==> config.mk <==
export PLATFORM = sky130hd
export DESIGN_NAME = mem_access_unit
export DESIGN_NICKNAME = d
export VERILOG_FILES = /design/src/rtl/mem_access_unit.sv
export SDC_FILE = /design/constraint.sdc
export NUM_CORES = 1
export LEC_CHECK = 0
export ABC_CLOCK_PERIOD_IN_PS = 1900
export CORE_AREA = 10 10 216 116
export DETAILED_ROUTE_END_ITERATION = 7
export DIE_AREA = 0 0 226 126
export PLACE_DENSITY = 0.75
export REMOVE_ABC_BUFFERS = 1
export SETUP_SLACK_MARGIN = 0.15
export SLEW_MARGIN = 20
export SYNTH_ARGS = -nofsm -noshare
export SYNTH_HDL_FRONTEND = slang
export SYNTH_SLANG_ARGS = --single-unit
==> constraint.sdc <==
create_clock -name clk -period 1.9 [get_ports clk]
set_clock_uncertainty 0.05 [all_clocks]
set_input_delay 0.475 -clock clk [delete_from_list [all_inputs] [get_ports clk]]
set_output_delay 0.475 -clock clk [all_outputs]
set_load 0.05 [all_outputs]
==> src/rtl/mem_access_unit.sv <==
// Memory access unit: turns a valid/ready request stream into timed accesses
// on a simple memory port that has no enable (mode=0 writes every cycle).
// Misaligned requests (address not a multiple of 8) are answered with an
// error response and never touch the memory.
module mem_access_unit #(
    parameter int READ_LAT  = 1,
    parameter int WRITE_CYC = 1
) (
    input  logic        clk,
    input  logic        reset,
    input  logic        reqValid,
    output logic        reqReady,
    input  logic        reqMode,
    input  logic [63:0] reqAddr,
    input  logic [63:0] reqData,
    output logic        respValid,
    input  logic        respReady,
    output logic [63:0] respData,
    output logic        respErr,
    output logic        mode,
    output logic [63:0] address,
    output logic [63:0] dataIn,
    input  logic [63:0] dataOut
);

    typedef enum logic [1:0] {
        IDLE  = 2'd0,
        WRITE = 2'd1,
        READ  = 2'd2,
        RESP  = 2'd3
    } state_t;

    // Dwell counter reload values: the state advances once the counter hits 0.
    localparam logic [3:0] WRITE_LOAD = 4'(WRITE_CYC - 1);
    localparam logic [3:0] READ_LOAD  = 4'(READ_LAT - 1);

    state_t      state_r;
    state_t      state_s;
    logic [3:0]  cnt_r;
    logic [3:0]  cnt_s;
    logic        mode_r;
    logic        mode_s;
    logic [63:0] address_r;
    logic [63:0] address_s;
    logic [63:0] data_in_r;
    logic [63:0] data_in_s;
    logic        resp_valid_r;
    logic        resp_valid_s;
    logic [63:0] resp_data_r;
    logic [63:0] resp_data_s;
    logic        resp_err_r;
    logic        resp_err_s;

    // Next-state and next-output decode; every register holds unless changed.
    always_comb begin
        state_s      = state_r;
        cnt_s        = cnt_r;
        mode_s       = mode_r;
        address_s    = address_r;
        data_in_s    = data_in_r;
        resp_valid_s = resp_valid_r;
        resp_data_s  = resp_data_r;
        resp_err_s   = resp_err_r;
        case (state_r)
            IDLE: begin
                if (reqValid) begin
                    if (reqAddr[2:0] != 3'b000) begin
                        // Misaligned: answer at once, memory port untouched.
                        state_s      = RESP;
                        resp_valid_s = 1'b1;
                        resp_err_s   = 1'b1;
                        resp_data_s  = 64'd0;
                    end else if (reqMode == 1'b0) begin
                        state_s   = WRITE;
                        mode_s    = 1'b0;
                        address_s = reqAddr;
                        data_in_s = reqData;
                        cnt_s     = WRITE_LOAD;
                    end else begin
                        state_s   = READ;
                        mode_s    = 1'b1;
                        address_s = reqAddr;
                        cnt_s     = READ_LOAD;
                    end
                end else begin
                    state_s = IDLE;
                end
            end
            WRITE: begin
                if (cnt_r == 4'd0) begin
                    // Leaving WRITE must put the port back in read mode so
                    // the memory stops being written.
                    state_s      = RESP;
                    mode_s       = 1'b1;
                    resp_valid_s = 1'b1;
                    resp_err_s   = 1'b0;
                    resp_data_s  = 64'd0;
                end else begin
                    cnt_s = cnt_r - 4'd1;
                end
            end
            READ: begin
                if (cnt_r == 4'd0) begin
                    state_s      = RESP;
                    resp_valid_s = 1'b1;
                    resp_err_s   = 1'b0;
                    resp_data_s  = dataOut;
                end else begin
                    cnt_s = cnt_r - 4'd1;
                end
            end
            RESP: begin
                if (respReady) begin
                    state_s      = IDLE;
                    resp_valid_s = 1'b0;
                end else begin
                    state_s = RESP;
                end
            end
            default: begin
                state_s      = IDLE;
                mode_s       = 1'b1;
                resp_valid_s = 1'b0;
            end
        endcase
    end

    // State and output registers with synchronous reset to the idle values.
    always_ff @(posedge clk) begin
        if (reset) begin
            state_r      <= IDLE;
            cnt_r        <= 4'd0;
            mode_r       <= 1'b1;
            address_r    <= 64'd0;
            data_in_r    <= 64'd0;
            resp_valid_r <= 1'b0;
            resp_data_r  <= 64'd0;
            resp_err_r   <= 1'b0;
        end else begin
            state_r      <= state_s;
            cnt_r        <= cnt_s;
            mode_r       <= mode_s;
            address_r    <= address_s;
            data_in_r    <= data_in_s;
            resp_valid_r <= resp_valid_s;
            resp_data_r  <= resp_data_s;
            resp_err_r   <= resp_err_s;
        end
    end

    // Ready is gated by the live reset so it is low for the whole reset
    // window and rises in the very first cycle after reset drops.
    assign reqReady  = (state_r == IDLE) && !reset;
    assign respValid = resp_valid_r;
    assign respData  = resp_data_r;
    assign respErr   = resp_err_r;
    assign mode      = mode_r;
    assign address   = address_r;
    assign dataIn    = data_in_r;

endmodule

After elaboration in Yosys (flattened, before gate mapping)
Index checks and enable logic that the tools add are counted.
- register bits after elaboration: 201
- word-level logic and storage cells: 64
- bits of input ports: 197
- output and inout bits: 196
- eq/ne operators: 11
- add/sub/neg operators: 1
- multiplexer cells: 26
- reductions and logical operators: 16
- bitwise operators: 2
- operators with widths (operator ; number):
    64-bit two-way mux ; 4
    64-bit case mux with 3 select lines ; 1
    4-bit AND reduction ; 5
    2-bit inequality test, second input constant ; 7
    4-bit two-way mux ; 3
    2-bit two-way mux ; 5
    1-bit two-way mux ; 8
    4-bit case mux with 2 select lines ; 1
    2-bit case mux with 3 select lines ; 1
    3-bit nonzero test ; 2
    5-bit AND reduction ; 1
    2-bit equality test, second input constant ; 2
    4-bit zero test ; 1
    1-bit case mux with 2 select lines ; 2
    2-bit nonzero test ; 2
    4-bit by 1-bit subtractor with 4-bit output, second input constant ; 1
    1-bit case mux with 3 select lines ; 1
    3-bit AND reduction ; 1
    2-bit by 1-bit equality test with 1-bit output, second input constant ; 1
    2-bit zero test ; 1
    2-bit by 1-bit inequality test with 1-bit output, second input constant ; 1
    1-bit inverter ; 2
    2-bit OR reduction ; 1
    1-bit logical AND ; 1
    1-bit zero test ; 1

Logic depth before layout (Yosys ltp)
- depth in word-level cells: 4
- gate-level depth with buffers: 9
- depth with buffers taken out: 6

Least setup slack after synthesis
No wires, ideal clock.
- path kind: register to output
- start: register state_r[0]
- end: output port reqReady
- required time: 1.375 ns
- buffers on the path: 1
- setup slack: -0.140 ns
- arrival: 1.515 ns
- cell stages (with the launch flop): 6
- cells stage by stage: dfxtp_1 -> inv_1 -> ha_1 -> buf_2 -> inv_1 -> nor2_1
- word-level cells in the longest chain between the ends: 2
- ends and longest elaborated chain (item ; RTL line ; source):
    from (decl) ; 37 ; state_t state_r;
    from (signal assigned) ; 140 ; state_r <= state_s;
    2-bit zero test ; 153 ; assign reqReady = (state_r == IDLE) && !reset;
    1-bit logical AND ; 153 ;
    to (decl) ; 12 ; output logic reqReady,
Every way passes these cells.

Worst setup path in the final report
Ends and elaborated chain as after synthesis.

==> results by group <==
Route
  – Detail Route Antenna Nets: 0
  – Routed via count: 8018
  – Vias per inst: 4.94
  – Detailed Route Iter0 Violations: 591
  – Routed wire per std cell: 20.3 um
  – DRC Markers: 0
  – Router iterations before antenna repair: 5
  – WL final: 32900 um

Logic synthesis
  – Synth area leaders: dfxtp_1, nand2_1, a21oi_1, nand3_1, clkbuf_1
  – Post-Synthesis Cells: 916
  – Mean Syn Cell Area: 7.99 um2
  – Post-synth EDFFs: 0
  – Dominant cell type by area after synthesis: dfxtp_1
  – Post-synth ARST share: 0%
  – Ys Warns: 0
  – Synth top area share: 54.9%
  – Synth Flop Type: dfxtp_1
  – FF+latch count, synth: 201
  – Register area share after synthesis: 54.9%
  – Distinct cell type count after synthesis: 36
  – Mapped Area: 7320 um2

Die
  – Row count: 38
  – I/O pins: 393
  – Die width: 226 um
  – Core footprint: 21300 um2
  – Die Span Y: 126 um
  – Die ar.: 28500 um2
  – Initial Util: 34.5%

GRT
  – GR peak layer: met2
  – GRT Total Usage: 20.4%
  – First-pass GRT wire length: 46100 um
  – Total gr overflow: 0
  – Met3 Usage GRT: 7.30%
  – Grt met2 use: 33.0%
  – Initial antenna violation count: 3
  – Pin count of the biggest net entering global routing: 130
  – Met1 usage: 25.5%
  – Vias in the first global route: 7608

Pwr
  – Pwr Total: 14.5 mW
  – Peak supply drop: 587 uV
  – Leak pwr: 5.00 nW
  – PwrDens: 1150 nW/um2

Critical path
  – Reg2reg start: state_r[1]
  – Critical-path cell with the highest stage delay: dfxtp_2
  – Setup crit start kind: flop
  – CP endpoint kind: output pin
  – Arrival time of the worst setup path: 1.36 ns
  – R2R cell count: 10
  – Kind of critical path: reg2out
  – CP Data Required Time: 1.37 ns
  – Crit path max fanout: 2
  – CP Cell Sequence: inv_2 -> ha_4 -> inv_6 -> nor2_4 -> buf_12
  – Max incr delay on CP: 0.33 ns
  – Crit Reg-Reg Endpoint: respData[50]
  – Reg2Reg Setup Slack: 0.04 ns

Place
  – Hpwl dp: 21800 um
  – Routability Congestion: 0.881
  – Setup Slack @ Placement: -0.401 ns
  – PortBufs: 392

STA
  – Worst Hold Margin: 0.309 ns
  – Slew HR: 59.4%
  – Fin crit share: 99.3%
  – Setup-failing EPs final: 0
  – Max-slew violations: 0
  – Max Fclk: 530 MHz
  – Final worst setup slack: 0.0126 ns
  – Setup TNS: 0 ns
  – Worst Tran Pin Value: 0.609 ns
  – RSZ-0062 raised after global routing: true
  – Final Hold Fails: 0
  – Min Tclk post-route: 1.89 ns

Run
  – Max-cap violations: 0

CTS
  – CTS buffer count: 20
  – Worst-path clk slew: 0.06 ns
  – Clock buffer depth: 3
  – CTS tree: built
  – Hold buffer count at cts: 0
  – Clock latency on the worst-skew pair: 0.50 ns
  – Clock Sinks: 201
  – H-tree levels: 1
  – CTS Root Cell: clkbuf_16

Worst hold path
  – Hold EP: respErr
  – Hold path start: reset
  – Worst Hold Class: in2reg
  – WHS Path Cells: 4

Cells and area
  – P&R area growth vs syn: 73.3%
  – Storage cell area: 4030 um2
  – Layout cells sized above 1: 25.3%
  – Area of the multi-input gates: 3150 um2
  – Nets: 1532
  – Fillers: 1875

Status
  – Status: finished clean
## synth_stat cells, types with 3 or more instances
library cell / n
o21ai_0: 3
inv_1: 9
nand3_1: 65
clkbuf_1: 39
buf_1: 4
buf_2: 24
o31ai_1: 3
nand2_1: 318
nor2_1: 12
buf_4: 4
dfxtp_1: 201
ha_1: 7
a21oi_1: 197
nor3b_1: 3
## worst max-delay path by stage
stage / cells past startpoint / endpoint / startpoint
detailed placement: 8 / address[62] / reqAddr[0]
finish: 5 / reqReady / state_r[0]
CTS: 5 / reqReady / state_r[1]
global route: 10 / respData[31] / state_r[1]
global placement: 5 / cnt_r[1] / reqValid
floorplan: 6 / respData[52] / state_r[0]
## kinds of logic (layout without fill, tap and decap cells)
kind of cell               Yosys count  in the layout  share of synthesized area (%)
AOI/OAI and AO/OA                  214            214                           15.5
adders and majority gates            7              7                           1.20
buffers and inverters               80            504                           4.72
DFF                                201            201                           54.9
muxes                                2              2                          0.273
other                                0              2                              0
and+or+nand+nor                    412            412                           23.3
## state kept, by name, indices dropped and copies added, names as in the netlist
name / count
state_r: 2
respData: 64
address: 64
respErr: 1
respValid: 1
dataIn: 64
cnt_r: 4
mode: 1
## worst max-delay path: cells and delay by family (launching register included)
family        cells  cell delay, ns
simple gates      1            0.11
buf+inv           3            0.27
fa+ha+maj         1            0.16
flops             1            0.33
## cell usage in the layout, fill, tap and decap left out, types with 9 or more instances in the layout
cell               n
a21oi_1          192
buf_12            17
buf_4            223
buf_6              9
clkbuf_16         29
clkdlybuf4s50_1  192
dfxtp_1          197
nand2_1          309
nand3_1           60
nor2_1            10
## timing repair
| action | in CTS | in global routing |
|---|---|---|
| gates resized for setup | 39 | 34 |
| cloned | 6 | 10 |
| endpoints found under the setup margin | 73 | 199 |
| pin swaps | 8 | 10 |
| setup buffers | 18 | 3 |
## final cells by class
cell class	count	area share, %
clock inverter	7	0.779
inverter	9	0.306
tap	280	2.76
timing repair buffer	461	35.3
sequential	201	31.8
antenna	2	0.0394
multi-input combinational	635	24.8
clock buffer	27	4.23
## layer usage
| metal | wire, um | vias to the layer above | share of wire [%] |
|---|---|---|---|
| li1 | - | 3862 | - |
| met5 | 13 | - | 0.040 |
| met3 | 3340 | 48 | 10 |
| met2 | 15200 | 315 | 46 |
| met4 | 675 | 2 | 2.1 |
| met1 | 13700 | 3791 | 42 |
## metrics by stage
stage | instance area (um2) | utilization [%] | std cells
finish | 12700 | 59.7 | 1622
global route | 12700 | 59.7 | 1622
CTS | 12300 | 57.8 | 1607
detailed placement | 11200 | 52.7 | 1549
global placement | 11200 | 52.7 | 1549
floorplan | 7010 | - | 845
## where the power goes
part / switching [mW] / internal [mW] / leakage [nW]
sequential: 0.198 / 4.55 / 1.63
combinational: 3.34 / 2.49 / 3.07
clock: 1.69 / 2.26 / 0.308
(Power assumes the default switching activity.)
